**config.mk**
```make
export PLATFORM = sky130hd
export DESIGN_NAME = accu_mean
export DESIGN_NICKNAME = d
export VERILOG_FILES = /design/src/rtl/accu_mean_pkg.sv /design/src/rtl/accu_sum_fifo.sv /design/src/rtl/accu_mean.sv
export SDC_FILE = /design/constraint.sdc
export NUM_CORES = 1
export LEC_CHECK = 0
export CAP_MARGIN = 10
export CORE_UTILIZATION = 52
export CTS_CLUSTER_SIZE = 24
export DETAILED_ROUTE_END_ITERATION = 6
export PLACE_DENSITY = 0.76
export SLEW_MARGIN = 25
export SYNTH_ARGS = -nofsm -noshare
export SYNTH_HDL_FRONTEND = slang
export SYNTH_HIERARCHICAL = 1
export SYNTH_SLANG_ARGS = --single-unit
```
**constraint.sdc**
```tcl
create_clock -name clk -period 2.2 [get_ports clk]
set_input_delay 0.66 -clock clk [delete_from_list [all_inputs] [get_ports clk]]
set_output_delay 0.66 -clock clk [all_outputs]
set_load 0.005 [all_outputs]
```
**src/rtl/accu_mean_pkg.sv**
```systemverilog
// Shared defaults and FSM state type for the accumulator-mean datapath.
package accu_pkg;

  localparam int unsigned ACCU_SUM_W   = 10;
  localparam int unsigned ACCU_OUT_W   = 8;
  localparam int unsigned ACCU_DIVISOR = 5;
  localparam int unsigned ACCU_DEPTH   = 4;
  // Remainder register holds up to 2*DIVISOR-1 between shift and restore.
  localparam int unsigned ACCU_REM_W   = 4;

  typedef enum logic [1:0] {
    ST_IDLE = 2'd0,
    ST_DIV  = 2'd1,
    ST_HOLD = 2'd2
  } accu_state_t;

endpackage

```
**src/rtl/accu_sum_fifo.sv**
```systemverilog
// Small synchronous FIFO for incoming group sums; full/empty derive from the registered count.
module accu_sum_fifo #(
  parameter int unsigned WIDTH = 10,
  parameter int unsigned DEPTH = 4
) (
  input  logic                   clk,
  input  logic                   rst_n,
  input  logic                   i_push,
  input  logic                   i_pop,
  input  logic [WIDTH-1:0]       i_wr_data,
  output logic [WIDTH-1:0]       o_rd_data,
  output logic                   o_full,
  output logic                   o_empty,
  output logic [$clog2(DEPTH):0] o_count
);

  localparam int unsigned PTR_W = $clog2(DEPTH);
  localparam logic [PTR_W:0] FULL_CNT = (PTR_W + 1)'(DEPTH);

  logic [WIDTH-1:0] r_mem [DEPTH];
  logic [PTR_W-1:0] r_wr_ptr;
  logic [PTR_W-1:0] r_rd_ptr;
  logic [PTR_W:0]   r_count;

  assign o_full    = (r_count == FULL_CNT);
  assign o_empty   = (r_count == '0);
  assign o_rd_data = r_mem[r_rd_ptr];
  assign o_count   = r_count;

  always_ff @(posedge clk or negedge rst_n) begin
    if (!rst_n) begin
      r_wr_ptr <= '0;
      r_rd_ptr <= '0;
      r_count  <= '0;
    end else begin
      if (i_push) r_wr_ptr <= r_wr_ptr + 1'b1;
      if (i_pop)  r_rd_ptr <= r_rd_ptr + 1'b1;
      case ({i_push, i_pop})
        2'b10:   r_count <= r_count + 1'b1;
        2'b01:   r_count <= r_count - 1'b1;
        default: r_count <= r_count;
      endcase
    end
  end

  always_ff @(posedge clk) begin
    if (i_push) r_mem[r_wr_ptr] <= i_wr_data;
  end

endmodule

```
**src/rtl/accu_mean.sv**
```systemverilog
// Buffers group sums and divides each by the constant group size with a serial restoring divider.
module accu_mean
  import accu_pkg::*;
#(
  parameter int unsigned SUM_W   = ACCU_SUM_W,
  parameter int unsigned OUT_W   = ACCU_OUT_W,
  parameter int unsigned DIVISOR = ACCU_DIVISOR,
  parameter int unsigned DEPTH   = ACCU_DEPTH
) (
  input  logic             clk,
  input  logic             rst_n,
  input  logic             valid_in,
  input  logic [SUM_W-1:0] data_in,
  input  logic             ready_in,
  output logic             valid_out,
  output logic [OUT_W-1:0] data_out,
  output logic [2:0]       rem_out,
  output logic             overflow
);

  localparam int unsigned BIT_W = $clog2(SUM_W);
  localparam int unsigned CNT_W = $clog2(DEPTH) + 1;
  localparam logic [BIT_W-1:0]    LAST_BIT = BIT_W'(SUM_W - 1);
  localparam logic [ACCU_REM_W:0] DIV_K    = (ACCU_REM_W + 1)'(DIVISOR);

  accu_state_t           r_state;
  logic [SUM_W-1:0]      r_dvd;
  logic [ACCU_REM_W-1:0] r_rem;
  logic [BIT_W-1:0]      r_bit;
  logic                  r_valid;
  logic [OUT_W-1:0]      r_data;
  logic [2:0]            r_rem_out;
  logic                  r_ovf;

  logic                  w_push;
  logic                  w_pop;
  logic                  w_full;
  logic                  w_empty;
  logic [SUM_W-1:0]      w_head;
  logic [CNT_W-1:0]      w_fifo_count_unused;
  logic [ACCU_REM_W:0]   w_trial;
  logic [ACCU_REM_W:0]   w_diff;
  logic                  w_ge;
  logic [ACCU_REM_W-1:0] w_rem_nxt;
  logic [SUM_W-1:0]      w_quo_nxt;

  accu_sum_fifo #(
    .WIDTH (SUM_W),
    .DEPTH (DEPTH)
  ) u_fifo (
    .clk       (clk),
    .rst_n     (rst_n),
    .i_push    (w_push),
    .i_pop     (w_pop),
    .i_wr_data (data_in),
    .o_rd_data (w_head),
    .o_full    (w_full),
    .o_empty   (w_empty),
    .o_count   (w_fifo_count_unused)
  );

  always_comb begin
    w_pop = 1'b0;
    case (r_state)
      ST_IDLE: w_pop = !w_empty;
      ST_HOLD: w_pop = ready_in && !w_empty;
      default: w_pop = 1'b0;
    endcase
  end

  // A pop on the same edge frees the slot, so a full FIFO can still accept.
  assign w_push = valid_in && (!w_full || w_pop);

  // Restoring step: the subtraction's borrow bit decides whether to keep the difference.
  assign w_trial   = {r_rem, r_dvd[SUM_W-1]};
  assign w_diff    = w_trial - DIV_K;
  assign w_ge      = !w_diff[ACCU_REM_W];
  assign w_rem_nxt = w_ge ? w_diff[ACCU_REM_W-1:0] : w_trial[ACCU_REM_W-1:0];
  assign w_quo_nxt = {r_dvd[SUM_W-2:0], w_ge};

  always_ff @(posedge clk or negedge rst_n) begin
    if (!rst_n) begin
      r_state   <= ST_IDLE;
      r_dvd     <= '0;
      r_rem     <= '0;
      r_bit     <= '0;
      r_valid   <= 1'b0;
      r_data    <= '0;
      r_rem_out <= '0;
      r_ovf     <= 1'b0;
    end else begin
      case (r_state)
        ST_IDLE: begin
          if (w_pop) r_state <= ST_DIV;
        end
        ST_DIV: begin
          r_dvd <= w_quo_nxt;
          r_rem <= w_rem_nxt;
          if (r_bit == '0) begin
            r_data    <= w_quo_nxt[OUT_W-1:0];
            r_rem_out <= w_rem_nxt[2:0];
            r_valid   <= 1'b1;
            r_state   <= ST_HOLD;
          end else begin
            r_bit <= r_bit - 1'b1;
          end
        end
        ST_HOLD: begin
          if (ready_in) begin
            r_valid <= 1'b0;
            r_state <= w_empty ? ST_IDLE : ST_DIV;
          end
        end
        default: r_state <= ST_IDLE;
      endcase
      // Pops only happen in IDLE/HOLD, so this load never collides with a DIV step.
      if (w_pop) begin
        r_dvd <= w_head;
        r_rem <= '0;
        r_bit <= LAST_BIT;
      end
      if (valid_in && w_full && !w_pop) r_ovf <= 1'b1;
    end
  end

  assign valid_out = r_valid;
  assign data_out  = r_data;
  assign rem_out   = r_rem_out;
  assign overflow  = r_ovf;

endmodule

```
==> impl_metrics.tcl <==
set metrics [dict create \
    status "finished, final reports clean" \
    dp_hpwl_mm 3.75 \
    cts_buffers 9 \
    synthCells 243 \
    finalMaxSlewViolations 0 \
    hold_class "input port to async pin" \
    stdcell_count 369 \
    finalHoldWorstSlack_ns 0.345 \
    cp_top_family "buffers and inverters" \
    critPathRequiredTime_ns 2.48 \
    gr-total-overflow 0 \
    powerDensity_nw_per_um2 1410 \
    avgSynthCellArea_sq_um 14.0 \
    drt-initial-drc-count 170 \
    clockBufferDepth 2 \
    max_freq_ghz 0.488 \
    via_per_inst 5.43 \
    wl_per_cell_microns 15.2 \
    rows 29 \
    dr.max_layer_used "met4" \
    synth_area_leader_cell "edfxtp_1" \
    die_x_microns 82.8 \
    coreArea_sq_um 6310 \
    arrival_ns 2.32 \
    post-route-period-util 0.931 \
    cp-end-kind "flop" \
    initial_utilization 0.537 \
    yosysSeqAreaShare 0.649 \
    die_h_microns 82.8 \
    p_leak_nw 1.63 \
    cts_sinks 80 \
    report.power.total_mw 5.71 \
    worstPathCellList "clkdlybuf4s50_1, a21boi_2, inv_1, ha_2, inv_1, fa_1, xor2_1, nor2_1, xor2_1" \
    synthesis.area_sq_um 3390 \
    cp_max_fo 2 \
    grt_max_degree 41 \
    relSlewSlack 0.603 \
    crit_slowest_cell "clkdlybuf4s50_1" \
    routabilityCongestion 0.788 \
    final_layout_size_suffix_gt1_frac 0.199 \
    pin_count 27 \
    wl_met2_mm 2.61 \
    diodes 0 \
    cts_root_buffer "clkbuf_8" \
    hold_violations 0 \
    dp_cells 352 \
    post-route-min-period_ns 2.05 \
    clk_pin_slew_ns 0.09 \
    skew_ns 0.00806 \
    synth_area_leaders "edfxtp_1 35%, dfrtp_1 30%, mux4_2 5.3%" \
    grt_pass1_wl_mm 9.06 \
    synth_cell_types 38 \
    grt_usage 0.188 \
    cts_max_level 3 \
    ys_ff_latch 80 \
    fin_nets 309 \
    cts_tree "yes" \
    antenna_found_initial 0 \
    vias 2005 \
    drtPass1Iterations 4 \
    wirelength_mm 5.62 \
    peakVddDrop_mv 0.755 \
    drc 0 \
    netlist.area_leader.share 0.354 \
    finalSetupViolCount 0 \
    worstSetupPathType "input port to flop" \
    max_stage_delay_ns 0.42 \
    startpoint_type "input port" \
    io_buffers 26 \
    max_cap_viol_count 0 \
    met3WireLength_microns 240 \
    first_global_vias 1873 \
    die-area_sq_um 6850 \
    drt-met1-wl_mm 2.66 \
    syn_nets 265 \
    area_growth_pct 18.9 \
    clkLatencyLatePin_ns 0.35 \
    ant_nets 0 \
    tightest_slew_ns 0.596 \
    yosys_warnings 6 \
    cp_num_buf_inv 3 \
]
## sequential cells by signal, summed over array words and instances, names as in the netlist
register,flops
overflow,1
r_dvd,10
rem_out,3
r_bit,4
valid_out,1
data_out,8
r_rem,4
r_state,2
u_fifo/r_wr_ptr,2
u_fifo/r_mem,40
u_fifo/r_rd_ptr,2
u_fifo/o_count,3
## Yosys cell counts (all sizes together)
library cell   n
nand2         34
or4            1
o21ai         13
nor4           3
mux4          10
nand3          2
or3            1
or3b           1
and3           1
inv           11
edfxtp        40
clkbuf         5
o22ai          4
ha             7
xor2           6
nor2          11
xnor2          2
fa             1
nor2b          4
a22oi          9
mux2           8
dfrtp         40
and2           4
nor3           2
xnor3          1
o21a           3
nand4b         1
a21oi          7
a31o           2
a21boi         1
or2            1
nand2b         2
buf            5
## worst paths after layout
kind | start | cells after the start | end | slack [ns]
max reg2reg | r_bit[0] | 5 | data_out[7] | 0.18
max in group asynchronous | rst_n | 2 | r_dvd[8] | 1.50
min in group clk | rem_out[0] | 2 | rem_out[0] | 0.48
max | valid_in | 9 | u_fifo/o_count[2] | 0.15
min reg2reg | rem_out[0] | 2 | rem_out[0] | 0.48
min | rst_n | 2 | u_fifo/o_count[1] | 0.34
## per-stage QoR
| stage | util | setup TNS (ns) | setup WS (ns) | instance area [sq um] |
|---|---|---|---|---|
| after detailed placement | 0.607 | -6.32 | -0.410 | 3830 |
| final | 0.639 | 0 | 0.152 | 4030 |
| after floorplan | - | 0 | 0.00402 | 3400 |
| after global routing | 0.639 | -0.0369 | -0.0369 | 4030 |
| after global placement | 0.607 | -5.36 | -0.351 | 3830 |
| after CTS | 0.637 | 0 | 0.00954 | 4020 |
## worst reg2reg max path, delay by kind of cell, from the launching register on
kind | cells | cell delay (ns)
simple gates | 2 | 0.86
buf+inv | 1 | 0.09
mux | 1 | 0.38
fa+ha+maj | 1 | 0.19
flops | 1 | 0.39
## placed cells by master (no fill, tap or decap), types with 3 or more instances in the layout
master,count
clkbuf_8,9
o22ai_1,4
and2_1,4
nor4_1,3
a21oi_1,7
mux4_2,8
a22oi_1,9
edfxtp_1,40
xor2_1,6
buf_4,15
dfrtp_1,40
inv_1,10
clkinvlp_4,3
mux2_2,7
nor2_1,11
inv_6,3
clkdlybuf4s50_1,24
nand2_1,33
o21ai_0,13
nor2b_1,4
o21a_1,3
ha_1,6
## report_power, final
group | leakage, nW | total [mW] | internal, mW | switching (mW)
Combinational | 0.699 | 2.24 | 1.20 | 1.04
Clock | 0.0788 | 0.983 | 0.418 | 0.565
Sequential | 0.848 | 2.48 | 2.11 | 0.368
## cells by family after synthesis
kind of cell / Yosys count / synth area share
DFF: 80 / 0.649
and+or+nand+nor: 68 / 0.0933
AOI/OAI and AO/OA: 39 / 0.0708
buffers and inverters: 21 / 0.0314
muxes: 18 / 0.0963
xor gates and xnor gates: 9 / 0.0273
adders and majority gates: 8 / 0.0317
## layer usage
layer	vias up	GRT usage
met5	-	0
met1	981	0.257
met4	0	0.107
met2	47	0.276
met3	8	0.0440
li1	969	-
## area by class of cell
cell class,instances,area (sq um)
clock inverters,7,53.8
well taps,77,96.3
inverters,11,41.3
clock buffers,9,124
repair buffers,43,410
multi-input cells,142,1100
flip-flops and latches,80,2200
fillers,492,2280
## timing repair
item                       CTS  global route
resized for setup            1             3
hold buffers                 0             0
pin swaps                    1             2
setup endpoints to repair    1             2
buffers inserted             1             0
(Power assumes the default switching activity.)
